### config.mk
export PLATFORM = sky130hd
export DESIGN_NAME = hazard_detect_unit
export DESIGN_NICKNAME = d
export VERILOG_FILES = /design/src/rtl/hazard_detect_unit.sv
export SDC_FILE = /design/constraint.sdc
export NUM_CORES = 1
export LEC_CHECK = 0
export BUFFER_PORTS_ARGS = -buffer_cell sky130_fd_sc_hd__buf_4
export CAP_MARGIN = 20
export CORE_UTILIZATION = 32
export DETAILED_ROUTE_END_ITERATION = 16
export SLEW_MARGIN = 15
export SYNTH_ARGS = -nofsm -noshare
export SYNTH_HDL_FRONTEND = slang
export SYNTH_SLANG_ARGS = --single-unit
### constraint.sdc
create_clock -name clock -period 4.5 [get_ports clock]
set_clock_uncertainty 0.15 [all_clocks]
set_input_delay 0.225 -clock clock [delete_from_list [all_inputs] [get_ports clock]]
set_output_delay 0.225 -clock clock [all_outputs]
set_load 0.03 [all_outputs]
### src/rtl/hazard_detect_unit.sv
// Pipeline hazard detector for the 5-stage core: combinational stall/flush controls
// selected by the decoder's hazard class, plus a saturating stall-cycle counter.
package hazard_unit_pkg;
    typedef enum logic [1:0] {
        NoHazard        = 2'd0,
        HazardDecode    = 2'd1,
        HazardExecute   = 2'd2,
        HazardException = 2'd3
    } hazard_t;
endpackage

module hazard_detect_unit #(
    parameter int CNT_WIDTH = 32
) (
    input  logic                      clock,
    input  logic                      reset,
    input  hazard_unit_pkg::hazard_t  hazard_type,
    input  logic                      rs_used,
    input  logic [4:0]                rs1_id,
    input  logic [4:0]                rs2_id,
    input  logic [4:0]                rd_ex,
    input  logic [4:0]                rd_mem,
    input  logic                      reg_we_ex,
    input  logic                      reg_we_mem,
    input  logic                      mem_rd_en_ex,
    input  logic                      mem_rd_en_mem,
    input  logic                      store_id,
    input  logic                      zicsr_ex,
    output logic                      stall_if,
    output logic                      stall_id,
    output logic                      flush_id,
    output logic                      flush_ex,
    output logic [CNT_WIDTH-1:0]      stall_count
);
    import hazard_unit_pkg::*;

    // x0 is hardwired zero, so a write to it never creates a dependency
    function automatic logic f_match(input logic [4:0] rs, input logic [4:0] rd,
                                     input logic we, input logic en);
        return (rs == rd) && (rd != 5'd0) && we && en;
    endfunction

    logic w_h1_dec, w_h2_dec, w_h1_exe, w_h2_exe;
    logic w_stall;
    logic w_unused;

    // Reserved decoder hints, kept on the port list for interface stability
    assign w_unused = rs_used ^ store_id;

    assign w_h1_dec = f_match(rs1_id, rd_ex,  reg_we_ex,  !zicsr_ex)
                   || f_match(rs1_id, rd_mem, reg_we_mem, mem_rd_en_mem);
    assign w_h2_dec = f_match(rs2_id, rd_ex,  reg_we_ex,  1'b1)
                   || f_match(rs2_id, rd_mem, reg_we_mem, mem_rd_en_mem);
    assign w_h1_exe = f_match(rs1_id, rd_ex,  reg_we_ex,  mem_rd_en_ex);
    assign w_h2_exe = f_match(rs2_id, rd_ex,  reg_we_ex,  mem_rd_en_ex && !zicsr_ex);

    always_comb begin
        w_stall  = 1'b0;
        stall_if = 1'b0;
        stall_id = 1'b0;
        flush_id = 1'b0;
        flush_ex = 1'b0;
        case (hazard_type)
            HazardDecode:    w_stall = w_h1_dec || w_h2_dec;
            HazardExecute:   w_stall = w_h1_exe || w_h2_exe;
            HazardException: begin
                flush_id = 1'b1;
                flush_ex = 1'b1;
            end
            default:         w_stall = 1'b0;
        endcase
        if (w_stall) begin
            stall_if = 1'b1;
            stall_id = 1'b1;
            flush_ex = 1'b1;
        end
    end

    logic [CNT_WIDTH-1:0] r_stall_count;

    always_ff @(posedge clock or posedge reset) begin
        if (reset)
            r_stall_count <= '0;
        else if (stall_if && (r_stall_count != {CNT_WIDTH{1'b1}}))
            r_stall_count <= r_stall_count + 1'b1;
    end

    assign stall_count = r_stall_count;
endmodule

======== Yosys cells after proc, flatten, opt, wreduce, memory -nomap -nowiden ========
Cells that the tools add are included.
storage, ports and cells
  output and inout port bits .............. 36
  memories ................................ 0
  memory bits (writable) .................. 0
  bits in latches ......................... 0
  ROM bits ................................ 0
  register bits after elaboration ......... 32
operators by class
  multiplexer cells ....................... 4
  divide/modulo/power cells ............... 0
  shift-type cells ........................ 0
  reductions and logical operators ........ 22
  multiply operators ...................... 0
  eq/ne operators ......................... 8
  magnitude comparators ................... 0
  $add $sub $neg .......................... 1
  bitwise operators ....................... 0
operator list
  operator                                        count
  adder 32 x 1 -> 32 bit (second input constant)  1
  != test 32 bit (second input constant)          1
  == test 5 bit                                   4
  logical AND 1 bit                               15
  nonzero test 5 bit                              2
  == test 2 bit (second input constant)           2
  logical OR 1 bit                                4
  2-to-1 mux 1 bit                                3
  == test 2 x 1 -> 1 bit (second input constant)  1
  case mux 1 bit (2 select lines)                 1
  logical NOT 1 bit                               1

======== Longest topological paths before layout ========
Gate-level depths: netlist of run 1.
  word-level depth ........................ 9
  depth in mapped cells ................... 9
  mapped depth without buffers ............ 8

======== Worst setup path after synthesis of run 1 ========
No wires, ideal clock.
  kind .................................... reg-to-reg
  start ................................... register r_stall_count[3] (netlist: stall_count[3])
  end ..................................... register r_stall_count[15] (netlist: stall_count[15])
  stages on the path, launching flop included .. 9
  path buffers ............................ 2
  setup slack ............................. 1.911 ns
  clock period less this slack ............ 2.589 ns
  data arrival time ....................... 2.301 ns
  data required time ...................... 4.212 ns
  cells stage by stage .................... dfrtp_1 > and4_4 > nand3_2 > or3_1 > buf_2 > nor4_4 > buf_2 > nor3_1 > xor2_1
on the way
  cells in the longest elaborated chain, start to end .. 2
  elaborated cells on any way between the ends .. 3
  those cells by class .................... add/sub: 1; eq/ne: 1; reduce/logical: 1
RTL lines
  item                                                            line  source
  from (decl)                                                     79    logic [CNT_WIDTH-1:0] r_stall_count;
  from (signal assigned)                                          85    r_stall_count <= r_stall_count + 1'b1;
  branches (longest 2 deep; another with adder 32 x 1 -> 32 bit)  n/a
Parallel ways; which one is timed is not known.
A chain may end at the register's enable or synchronous reset.

======== Worst setup path in the final report of run 1 ========
  start ................................... register r_stall_count[2] (netlist: stall_count[2])
  end ..................................... register r_stall_count[1] (netlist: stall_count[1])
on the way
  cells in the longest elaborated chain, start to end .. 2
RTL lines
  item               line  source
  != test 32 bit     84    else if (stall_if && (r_stall_count != {CNT_WIDTH{1'b1}}))
  logical AND 1 bit  84
No other way between the ends.

==> run summary, run 1 <==
### Floorplanning
• **row count** 28
• **vertical extent of the die** 80.33 um
• **I/O pin count** 67
• **core footprint** 5921 um2
• **x dimension of the die** 80.33 um
• **starting density of the core** 33.16%
• **Die Area** 6452 um2

### Clock network
• **root buf cell** sky130_fd_sc_hd__clkbuf_8
• **H-tree levels** 2
• **post-cts hold buffer count** 1
• **clock tree from TritonCTS** built
• **cells resized by post-CTS repair** 0
• **Setup Buffers After CTS** 0
• **sink count of the clock tree** 32
• **Worst-Skew Late Latency** 0.28 ns
• **clock slew at the register clock pins of the worst setup and hold paths** 0.07 ns
• **maximum buffer depth of the clock tree** 2
• **CTS Buf Count** 5

### Synthesis
• **area share of the leading cell type in the synthesized netlist** 40.79%
• **number of enable flip-flop cells after synthesis** 0
• **top cells by area, synth** sky130_fd_sc_hd__dfrtp_1 (41%), sky130_fd_sc_hd__xor2_1 (13%), sky130_fd_sc_hd__xnor2_1 (9.4%)
• **largest area contributor in the synthesized netlist** sky130_fd_sc_hd__dfrtp_1
• **Synthesis Warnings** 0
• **Async SR Flop Fraction** 100.0%
• **flip-flop and latch count after synthesis** 32
• **post-synth design cell area** 1963 um2
• **synthesized netlist net count** 234
• **gate count of the mapped netlist** 199
• **most instantiated library cell after synthesis** sky130_fd_sc_hd__dfrtp_1
• **sequential share of the synthesized area** 40.79%
• **Avg Inst Size Synth** 9.865 um2
• **Main synth FF type** sky130_fd_sc_hd__dfrtp_1
• **post-synthesis cell type count** 35
• **leading cell types by count after synthesis** sky130_fd_sc_hd__dfrtp_1 (32), sky130_fd_sc_hd__xor2_1 (30), sky130_fd_sc_hd__xnor2_1 (21)

### Setup path
• **crit end category** register
• **delay of the slowest cell on the worst path** 0.55 ns
• **capture point of the worst reg-to-reg path** stall_count[1]$_DFFE_PP0P_
• **worst flop-to-flop path startpoint** stall_count[2]$_DFFE_PP0P_
• **highest-delay cell along the critical path** sky130_fd_sc_hd__or3_1
• **critical-path maximum fanout** 19
• **Worst R2R Path Depth** 7
• **sequence of cells on the critical path** and4_4 > nand3_2 > or3_1 > nor4_4 > buf_4 > nor2_1 > mux2_2
• **register-to-register setup slack** 1.64 ns
• **category of the worst setup path launch point** register
• **Worst EP required** 4.51 ns
• **crit path kind** register to register
• **arrival time of the worst setup path** 2.87 ns

### Placed design
• **IO buf count** 64
• **final weighted congestion in routability-driven placement** 0.7676
• **HPWL after DPL** 3.275 mm

### Final layout
• **max FFs per register** 32
• **fraction of layout instances using a drive strength above 1** 32.21%
• **number of nets in the final layout** 301
• **ant diodes** 0
• **area grow syn2layout** 35.69%

### Timing
• **Period minus WS final** 2.862 ns
• **final setup TNS** 0 ns
• **Final period util** 63.60%
• **RSZ-0062 raised after global routing** false
• **Max Freq** 349.4 MHz
• **final setup vio count** 0
• **Max transition margin** 69.86%
• **transition time at the pin with the least slew margin** 0.4487 ns
• **Slew Limit Fails** 0
• **Fin. Hold Viols** 0

### Routing
• **DRC violations left** 0
• **total vias in the final route** 1,664
• **initial drt markers** 142
• **post-route antenna net violation count** 0
• **per-cell routed wire length** 12.66 um
• **vias per std cell** 4.865
• **final routed wirelength across all metal layers** 4.331 mm
• **first-pass iteration count of the detailed router** 4

### Global route
• **global-route wire length before repair** 7.341 mm
• **grt total ovfl** 0
• **vias in the first global route** 1,570
• **number of antenna violations at the first check in global routing** 0
• **GRT Overall Usage** 14.78%
• **maximum number of pins on one net before global-route repair** 33

### Flow run
• **Max-cap violations** 0

### Worst hold path
• **hold path depth** 1
• **startpoint of the worst hold path** stall_count[29]$_DFFE_PP0P_
• **end point of the worst hold path** stall_count[29]$_DFFE_PP0P_
• **kind of path behind the tightest hold check** register to register

### Power and ir drop
• **overall power** 0.0006945 W
• **leakage dissipation** 1.347 nW
• **Worst IR Drop VDD** 192.8 uV
• **power density cells** 260.7 nW/um2

### Status
• **run status** finished, final reports clean

==> critical path, delay by kind of cell, from the launching register on <==
kind / cells / cell delay, ns
mux: 1 / 0.28
flops: 1 / 0.45
simple gates: 5 / 1.53
buf+inv: 1 / 0.32
==> worst max-delay path by stage <==
stage | cells after the start | slack [ns] | to | startpoint
4_1_cts | 7 | 1.62 | stall_count[1]$_DFFE_PP0P_ | stall_count[0]$_DFFE_PP0P_
5_1_grt | 7 | 1.44 | stall_count[1]$_DFFE_PP0P_ | stall_count[0]$_DFFE_PP0P_
3_5_place_dp | 7 | 1.65 | stall_count[1]$_DFFE_PP0P_ | stall_count[0]$_DFFE_PP0P_
2_1_floorplan | 8 | 1.91 | stall_count[15]$_DFFE_PP0P_ | stall_count[3]$_DFFE_PP0P_
3_3_place_gp | 7 | 1.68 | stall_count[1]$_DFFE_PP0P_ | stall_count[2]$_DFFE_PP0P_
6_report | 7 | 1.64 | stall_count[1]$_DFFE_PP0P_ | stall_count[2]$_DFFE_PP0P_
==> logic make-up after synthesis <==
kind of cell | share of synthesized area (%)
simple gates | 27.79
xor+xnor | 22.75
flops | 40.79
buf+inv | 3.186
compound gates | 2.358
fa+ha+maj | 2.549
mux | 0.5736
==> power by group <==
| part | switching, W | internal [W] | total (W) |
|---|---|---|---|
| combinational | 0.0000468 | 0.0000464 | 0.0000932 |
| clock | 0.000105 | 0.000195 | 0.000300 |
| sequential | 0.00000792 | 0.000293 | 0.000301 |
==> cells in the final DEF, fill, tap and decap left out, types with 2 or more instances in the layout <==
cell and instances:
sky130_fd_sc_hd__a21oi_1 2, sky130_fd_sc_hd__buf_4 67, sky130_fd_sc_hd__clkbuf_8 7, sky130_fd_sc_hd__dfrtp_1 32
sky130_fd_sc_hd__ha_1 4, sky130_fd_sc_hd__inv_1 6, sky130_fd_sc_hd__nand2_1 18, sky130_fd_sc_hd__nand3_1 16
sky130_fd_sc_hd__nand4_1 3, sky130_fd_sc_hd__nor2_1 9, sky130_fd_sc_hd__nor3_1 7, sky130_fd_sc_hd__nor3_2 2
sky130_fd_sc_hd__nor4_1 14, sky130_fd_sc_hd__nor4b_1 6, sky130_fd_sc_hd__nor4b_2 2, sky130_fd_sc_hd__o22ai_1 2
sky130_fd_sc_hd__or3_1 2, sky130_fd_sc_hd__xnor2_1 21, sky130_fd_sc_hd__xor2_1 30
==> final cells by class <==
| class | count | area (um2) |
|---|---|---|
| tap | 75 | 93.84 |
| clock buffer | 7 | 96.34 |
| sequential | 32 | 800.8 |
| timing repair buffer | 68 | 513.0 |
| fill | 608 | 3257 |
| multi-input combinational | 153 | 1107 |
| clock inverter | 1 | 30.03 |
| inverter | 6 | 22.52 |
==> per-layer routing <==
layer / wire [um] / part of all wire, % / global-route usage (%) / up-vias
met3: 184 / 4.2 / 3.523 / 6
met2: 2173 / 50 / 25.13 / 39
met4: 35 / 0.81 / 4.286 / 0
li1: - / - / - / 832
met5: 0 / 0 / 0 / -
met1: 1938 / 45 / 18.50 / 787
==> per-stage QoR <==
| step | instance area (um2) | hold slack [ns] | worst slack [ns] | cells | util (%) |
|---|---|---|---|---|---|
| floorplan | 1963 | 0.1912 | 1.911 | 199 | - |
| global placement | 2527 | 0.2013 | 1.684 | 333 | 42.69 |
| detailed placement | 2527 | 0.2012 | 1.650 | 333 | 42.69 |
| CTS | 2664 | 0.3486 | 1.623 | 342 | 44.99 |
| global route | 2664 | 0.3614 | 1.441 | 342 | 44.99 |
| finish | 2664 | 0.3464 | 1.638 | 342 | 44.99 |
(Power assumes the default switching activity.)
==> run 2, diff against run 1 <==
==> constraint.sdc (replaced) <==
create_clock -name clock -period 2.4 [get_ports clock]
set_clock_uncertainty 0.15 [all_clocks]
set_input_delay 0.12 -clock clock [delete_from_list [all_inputs] [get_ports clock]]
set_output_delay 0.12 -clock clock [all_outputs]
set_load 0.03 [all_outputs]
==> run 2 against run 1 <==
- combinational power increased by 90%
- critical path depth decreased by 1
- fmax increased by 24%
- clock power increased by 73%
- register-to-register slack got worse by 1.5 ns
- sequential cell count unchanged
- critical path type unchanged
- worst setup slack got worse by 1.5 ns
- die area unchanged
- routed wire length increased by 4.5%
- final cell count increased by 2.6%
==> run summary, run 2 (synthesis results as in run 1) <==
### Routing
• **final routed wirelength across all metal layers** 4.527 mm
• **first-pass iteration count of the detailed router** 4
• **vias per std cell** 4.863
• **initial drt markers** 100
• **DRC violations left** 0
• **per-cell routed wire length** 12.90 um
• **post-route antenna net violation count** 0
• **total vias in the final route** 1,707

### Global route
• **maximum number of pins on one net before global-route repair** 33
• **number of antenna violations at the first check in global routing** 0
• **vias in the first global route** 1,639
• **GRT Overall Usage** 15.51%
• **global-route wire length before repair** 7.686 mm
• **grt total ovfl** 0

### Setup path
• **register-to-register setup slack** 0.09 ns
• **worst flop-to-flop path startpoint** stall_count[0]$_DFFE_PP0P_
• **crit path kind** register to register
• **category of the worst setup path launch point** register
• **arrival time of the worst setup path** 2.37 ns
• **critical-path maximum fanout** 5
• **CP Launch Point** stall_count[0]$_DFFE_PP0P_
• **crit end category** register
• **Worst EP required** 2.46 ns
• **capture point of the worst reg-to-reg path** stall_count[26]$_DFFE_PP0P_
• **Worst R2R Path Depth** 6
• **Worst setup endpoint** stall_count[26]$_DFFE_PP0P_

### Power and ir drop
• **overall power** 0.001263 W
• **leakage dissipation** 1.371 nW
• **Worst IR Drop VDD** 352.4 uV
• **power density cells** 455.4 nW/um2

### Floorplanning
• **Die Area** 6452 um2
• **x dimension of the die** 80.33 um
• **row count** 28
• **vertical extent of the die** 80.33 um
• **core footprint** 5921 um2
• **starting density of the core** 33.16%
• **I/O pin count** 67

### Final layout
• **Register Area** 813.3 um2
• **max FFs per register** 32
• **most common cell after layout, fill and taps aside** sky130_fd_sc_hd__buf_4
• **number of fill cells in the layout** 565
• **fraction of layout instances using a drive strength above 1** 39.13%
• **ant diodes** 0
• **most used cells in the layout excluding fill and tap cells** sky130_fd_sc_hd__buf_4 (74), sky130_fd_sc_hd__xor2_1 (30), sky130_fd_sc_hd__dfrtp_1 (22)
• **area grow syn2layout** 41.24%
• **number of nets in the final layout** 310
• **total area of multi-input combinational cells** 1126 um2

### Clock network
• **clock slew at the register clock pins of the worst setup and hold paths** 0.07 ns
• **root buf cell** sky130_fd_sc_hd__clkbuf_8
• **CTS Buf Count** 5
• **maximum buffer depth of the clock tree** 2
• **sink count of the clock tree** 32
• **H-tree levels** 2
• **Worst-Skew Late Latency** 0.29 ns
• **clock tree from TritonCTS** built

### Timing
• **final setup vio count** 0
• **Period minus WS final** 2.308 ns
• **Final period util** 96.15%
• **transition time at the pin with the least slew margin** 0.4504 ns
• **Fin Hold WS** 0.3266 ns
• **Max transition margin** 69.74%
• **Fin. Hold Viols** 0
• **Slew Limit Fails** 0
• **Worst Slack Setup Final** 0.09239 ns
• **RSZ-0062 raised after global routing** true
• **Max Freq** 433.3 MHz

### Placed design
• **final weighted congestion in routability-driven placement** 0.7273
• **setup slack at placement** 0.1031 ns
• **IO buf count** 64
• **HPWL after DPL** 3.416 mm

### Flow run
• **Max-cap violations** 0

### Worst hold path
• **kind of path behind the tightest hold check** primary input to asynchronous set/reset pin

### Status
• **run status** finished, final reports clean

## run 2: metal layers
metal / track usage (%) / up-vias / part of all wire [%]
li1: - / 851 / -
met1: 20.45 / 804 / 46
met2: 24.96 / 43 / 48
met3: 3.409 / 9 / 5.0
met4: 5.357 / 0 / 1.4
met5: 0 / - / 0
## run 2: worst min-delay path by stage
| stage | startpoint | end | depth (start not counted) |
|---|---|---|---|
| 3_3_place_gp | reset | stall_count[31]$_DFFE_PP0P_ | 3 |
| 6_report | reset | stall_count[27]$_DFFE_PP0P_ | 4 |
| 4_1_cts | reset | stall_count[27]$_DFFE_PP0P_ | 4 |
| 2_1_floorplan | reset | stall_count[11]$_DFFE_PP0P_ | 1 |
| 5_1_grt | stall_count[10]$_DFFE_PP0P_ | stall_count[10]$_DFFE_PP0P_ | 1 |
| 3_5_place_dp | reset | stall_count[27]$_DFFE_PP0P_ | 3 |
## run 2: through the flow
stage                     std cells  utilization (%)  cell area (um2)  setup TNS, ns
after global placement          342            44.63             2643              0
after detailed placement        342            44.63             2643              0
after global routing            351            46.83             2773      -0.006100
after CTS                       351            46.68             2764              0
after floorplan                 199                -             1994              0
final                           351            46.83             2773              0
## run 2: area by class of cell
type                       count  area share, %
clock inverter                 3          1.534
sequential                    32          29.33
tap                           75          3.384
timing repair buffer          77          21.84
clock buffer                   5          2.482
multi-input combinational    153          40.61
inverter                       6         0.8123
## run 2: power by group
group,internal [W],switching (W)
Clock,0.000307,0.000212
Combinational,0.0000882,0.0000883
Sequential,0.000551,0.0000158
Total,0.000946,0.000317
## run 2: critical path, stage by stage, from the launching register on
cell	delay, ns
sky130_fd_sc_hd__dfrtp_2	0.41
sky130_fd_sc_hd__ha_2	0.24
sky130_fd_sc_hd__nand3_4	0.10
sky130_fd_sc_hd__or3_1	0.45
sky130_fd_sc_hd__or4b_4	0.54
sky130_fd_sc_hd__nor3_2	0.18
sky130_fd_sc_hd__xor2_1	0.16
## run 2: repair_timing
action                                 4_1_cts  5_1_grt
setup endpoints to repair                    0        2
buffers inserted                             0        0
hold buffers                                 1        0
endpoints found under the hold margin       32        0
gates resized for setup                      0        2
==> run 3, diff against run 2 <==
--- a/config.mk
+++ b/config.mk
@@ -9,6 +9,7 @@
 export CAP_MARGIN = 20
 export CORE_UTILIZATION = 32
 export DETAILED_ROUTE_END_ITERATION = 16
+export RECOVER_POWER = 25
 export SLEW_MARGIN = 15
 export SYNTH_ARGS = -nofsm -noshare
 export SYNTH_HDL_FRONTEND = slang
==> run 3 against run 2 <==
- critical path depth did not move
- die area did not move
- final cell count did not move
- non-clock buffer count did not move
- final area fell by 0.23%
- sequential power barely moved
- clock power barely moved
- sequential share of layout area rose by 0.066 points
- global-route usage did not move
==> run summary, run 3 (synthesis results as in run 1) <==
### Status
• **run status** finished, final reports clean

### Power and ir drop
• **overall power** 0.001262 W
• **Worst IR Drop VDD** 352.3 uV
• **leakage dissipation** 1.366 nW
• **power density cells** 456.3 nW/um2

### Clock network
• **clock tree from TritonCTS** built
• **CTS Buf Count** 5
• **H-tree levels** 2
• **clock slew at the register clock pins of the worst setup and hold paths** 0.07 ns
• **maximum buffer depth of the clock tree** 2
• **root buf cell** sky130_fd_sc_hd__clkbuf_8
• **sink count of the clock tree** 32
• **Worst-Skew Late Latency** 0.29 ns

### Placed design
• **HPWL after DPL** 3.416 mm
• **placed inst area** 2643 um2
• **final weighted congestion in routability-driven placement** 0.7273
• **IO buf count** 64
• **setup slack at placement** 0.1031 ns

### Floorplanning
• **I/O pin count** 67
• **core footprint** 5921 um2
• **x dimension of the die** 80.33 um
• **starting density of the core** 33.16%
• **Die Area** 6452 um2
• **row count** 28
• **vertical extent of the die** 80.33 um

### Timing
• **Worst Slack Setup Final** 0.09243 ns
• **Final period util** 96.15%
• **Max Freq** 433.4 MHz
• **Slew Limit Fails** 0
• **transition time at the pin with the least slew margin** 0.7927 ns
• **Fin. Hold Viols** 0
• **final setup vio count** 0
• **RSZ-0062 raised after global routing** true
• **Max transition margin** 47.16%
• **Period minus WS final** 2.308 ns

### Final layout
• **ant diodes** 0
• **cell area after layout** 2766 um2
• **most common cell after layout, fill and taps aside** sky130_fd_sc_hd__buf_4
• **area grow syn2layout** 40.92%
• **post-layout utilization of the core** 46.72%
• **max FFs per register** 32
• **most used cells in the layout excluding fill and tap cells** sky130_fd_sc_hd__buf_4 (71), sky130_fd_sc_hd__xor2_1 (30), sky130_fd_sc_hd__dfrtp_1 (22)
• **fraction of layout instances using a drive strength above 1** 38.77%
• **number of fill cells in the layout** 567
• **number of nets in the final layout** 310

### Global route
• **global-route wire length before repair** 7.686 mm
• **number of antenna violations at the first check in global routing** 0
• **Global Route met1 Usage** 20.45%
• **met2 Usage GRT** 24.96%
• **met3 layer usage reported by global route** 3.409%
• **grt total ovfl** 0
• **GRT Overall Usage** 15.51%
• **GR peak layer** met2
• **maximum number of pins on one net before global-route repair** 33
• **vias in the first global route** 1,639

### Routing
• **first-pass iteration count of the detailed router** 4
• **total vias in the final route** 1,705
• **vias per std cell** 4.858
• **post-route antenna net violation count** 0
• **per-cell routed wire length** 12.90 um
• **final routed wirelength across all metal layers** 4.527 mm
• **DRC violations left** 0
• **initial drt markers** 98

### Setup path
• **Worst EP required** 2.46 ns
• **crit end category** register
• **category of the worst setup path launch point** register
• **critical-path maximum fanout** 5
• **arrival time of the worst setup path** 2.37 ns
• **crit path kind** register to register

### Flow run
• **Max-cap violations** 0

### Worst hold path
• **kind of path behind the tightest hold check** register to register

## run 3: cell types whose count changed in the layout (fill, tap and decap cells not counted), sizes merged
cell    change
clkbuf      +3
buf         -3
## run 3: critical path: stages, from the launching register on
cell,delay [ns]
sky130_fd_sc_hd__dfrtp_2,0.40
sky130_fd_sc_hd__and4_4,0.26
sky130_fd_sc_hd__nand3_4,0.10
sky130_fd_sc_hd__or3_1,0.45
sky130_fd_sc_hd__or4b_4,0.54
sky130_fd_sc_hd__nor3_2,0.18
sky130_fd_sc_hd__xor2_1,0.16
## run 3: layout make-up
type | instances | area [um2] | share of cell area [%]
clock buffers | 5 | 68.82 | 2.488
clock inverters | 3 | 42.54 | 1.538
inverters | 6 | 22.52 | 0.8141
multi-input cells | 153 | 1126 | 40.71
flip-flops and latches | 32 | 813.3 | 29.40
well taps | 75 | 93.84 | 3.392
repair buffers | 77 | 599.3 | 21.66
## run 3: worst paths after layout
kind	startpoint	end	slack [ns]	depth (start not counted)
worst max-delay path	stall_count[4]$_DFFE_PP0P_	stall_count[26]$_DFFE_PP0P_	0.09	6
worst min-delay path	stall_count[10]$_DFFE_PP0P_	stall_count[10]$_DFFE_PP0P_	0.33	1
worst max register to register	stall_count[4]$_DFFE_PP0P_	stall_count[26]$_DFFE_PP0P_	0.09	6
worst min register to register	stall_count[10]$_DFFE_PP0P_	stall_count[10]$_DFFE_PP0P_	0.33	1
max in group asynchronous	reset	stall_count[8]$_DFFE_PP0P_	1.07	4
min in group asynchronous	reset	stall_count[31]$_DFFE_PP0P_	0.47	4
## run 3: metrics by stage
stage / hold WS [ns] / TNS (ns) / std cells
2_1_floorplan: 0.08551 / 0 / 199
3_3_place_gp: 0.1001 / 0 / 342
3_5_place_dp: 0.09661 / 0 / 342
4_1_cts: 0.3356 / 0 / 351
5_1_grt: 0.3426 / -0.006100 / 351
6_report: 0.3292 / 0 / 351
## run 3: what timing repair did
action                     4_1_cts  5_1_grt
hold endpoints to repair        32        0
setup buffers                    0        0
gates resized for setup          0        2
setup endpoints to repair        0        2
hold buffers                     1        0
## run 3: report_power, final
| part | switching, W | internal [W] | total, W |
|---|---|---|---|
| sequential | 0.0000158 | 0.000551 | 0.000567 |
| clock | 0.000213 | 0.000307 | 0.000520 |
| combinational | 0.0000884 | 0.0000868 | 0.000175 |
| total | 0.000317 | 0.000945 | 0.00126 |
## run 3: per-layer routing
| metal | wire length (um) | up-vias |
|---|---|---|
| met1 | 2050 | 803 |
| met2 | 2183 | 43 |
| li1 | - | 850 |
| met3 | 230 | 9 |
| met4 | 63 | 0 |
| met5 | 0 | - |
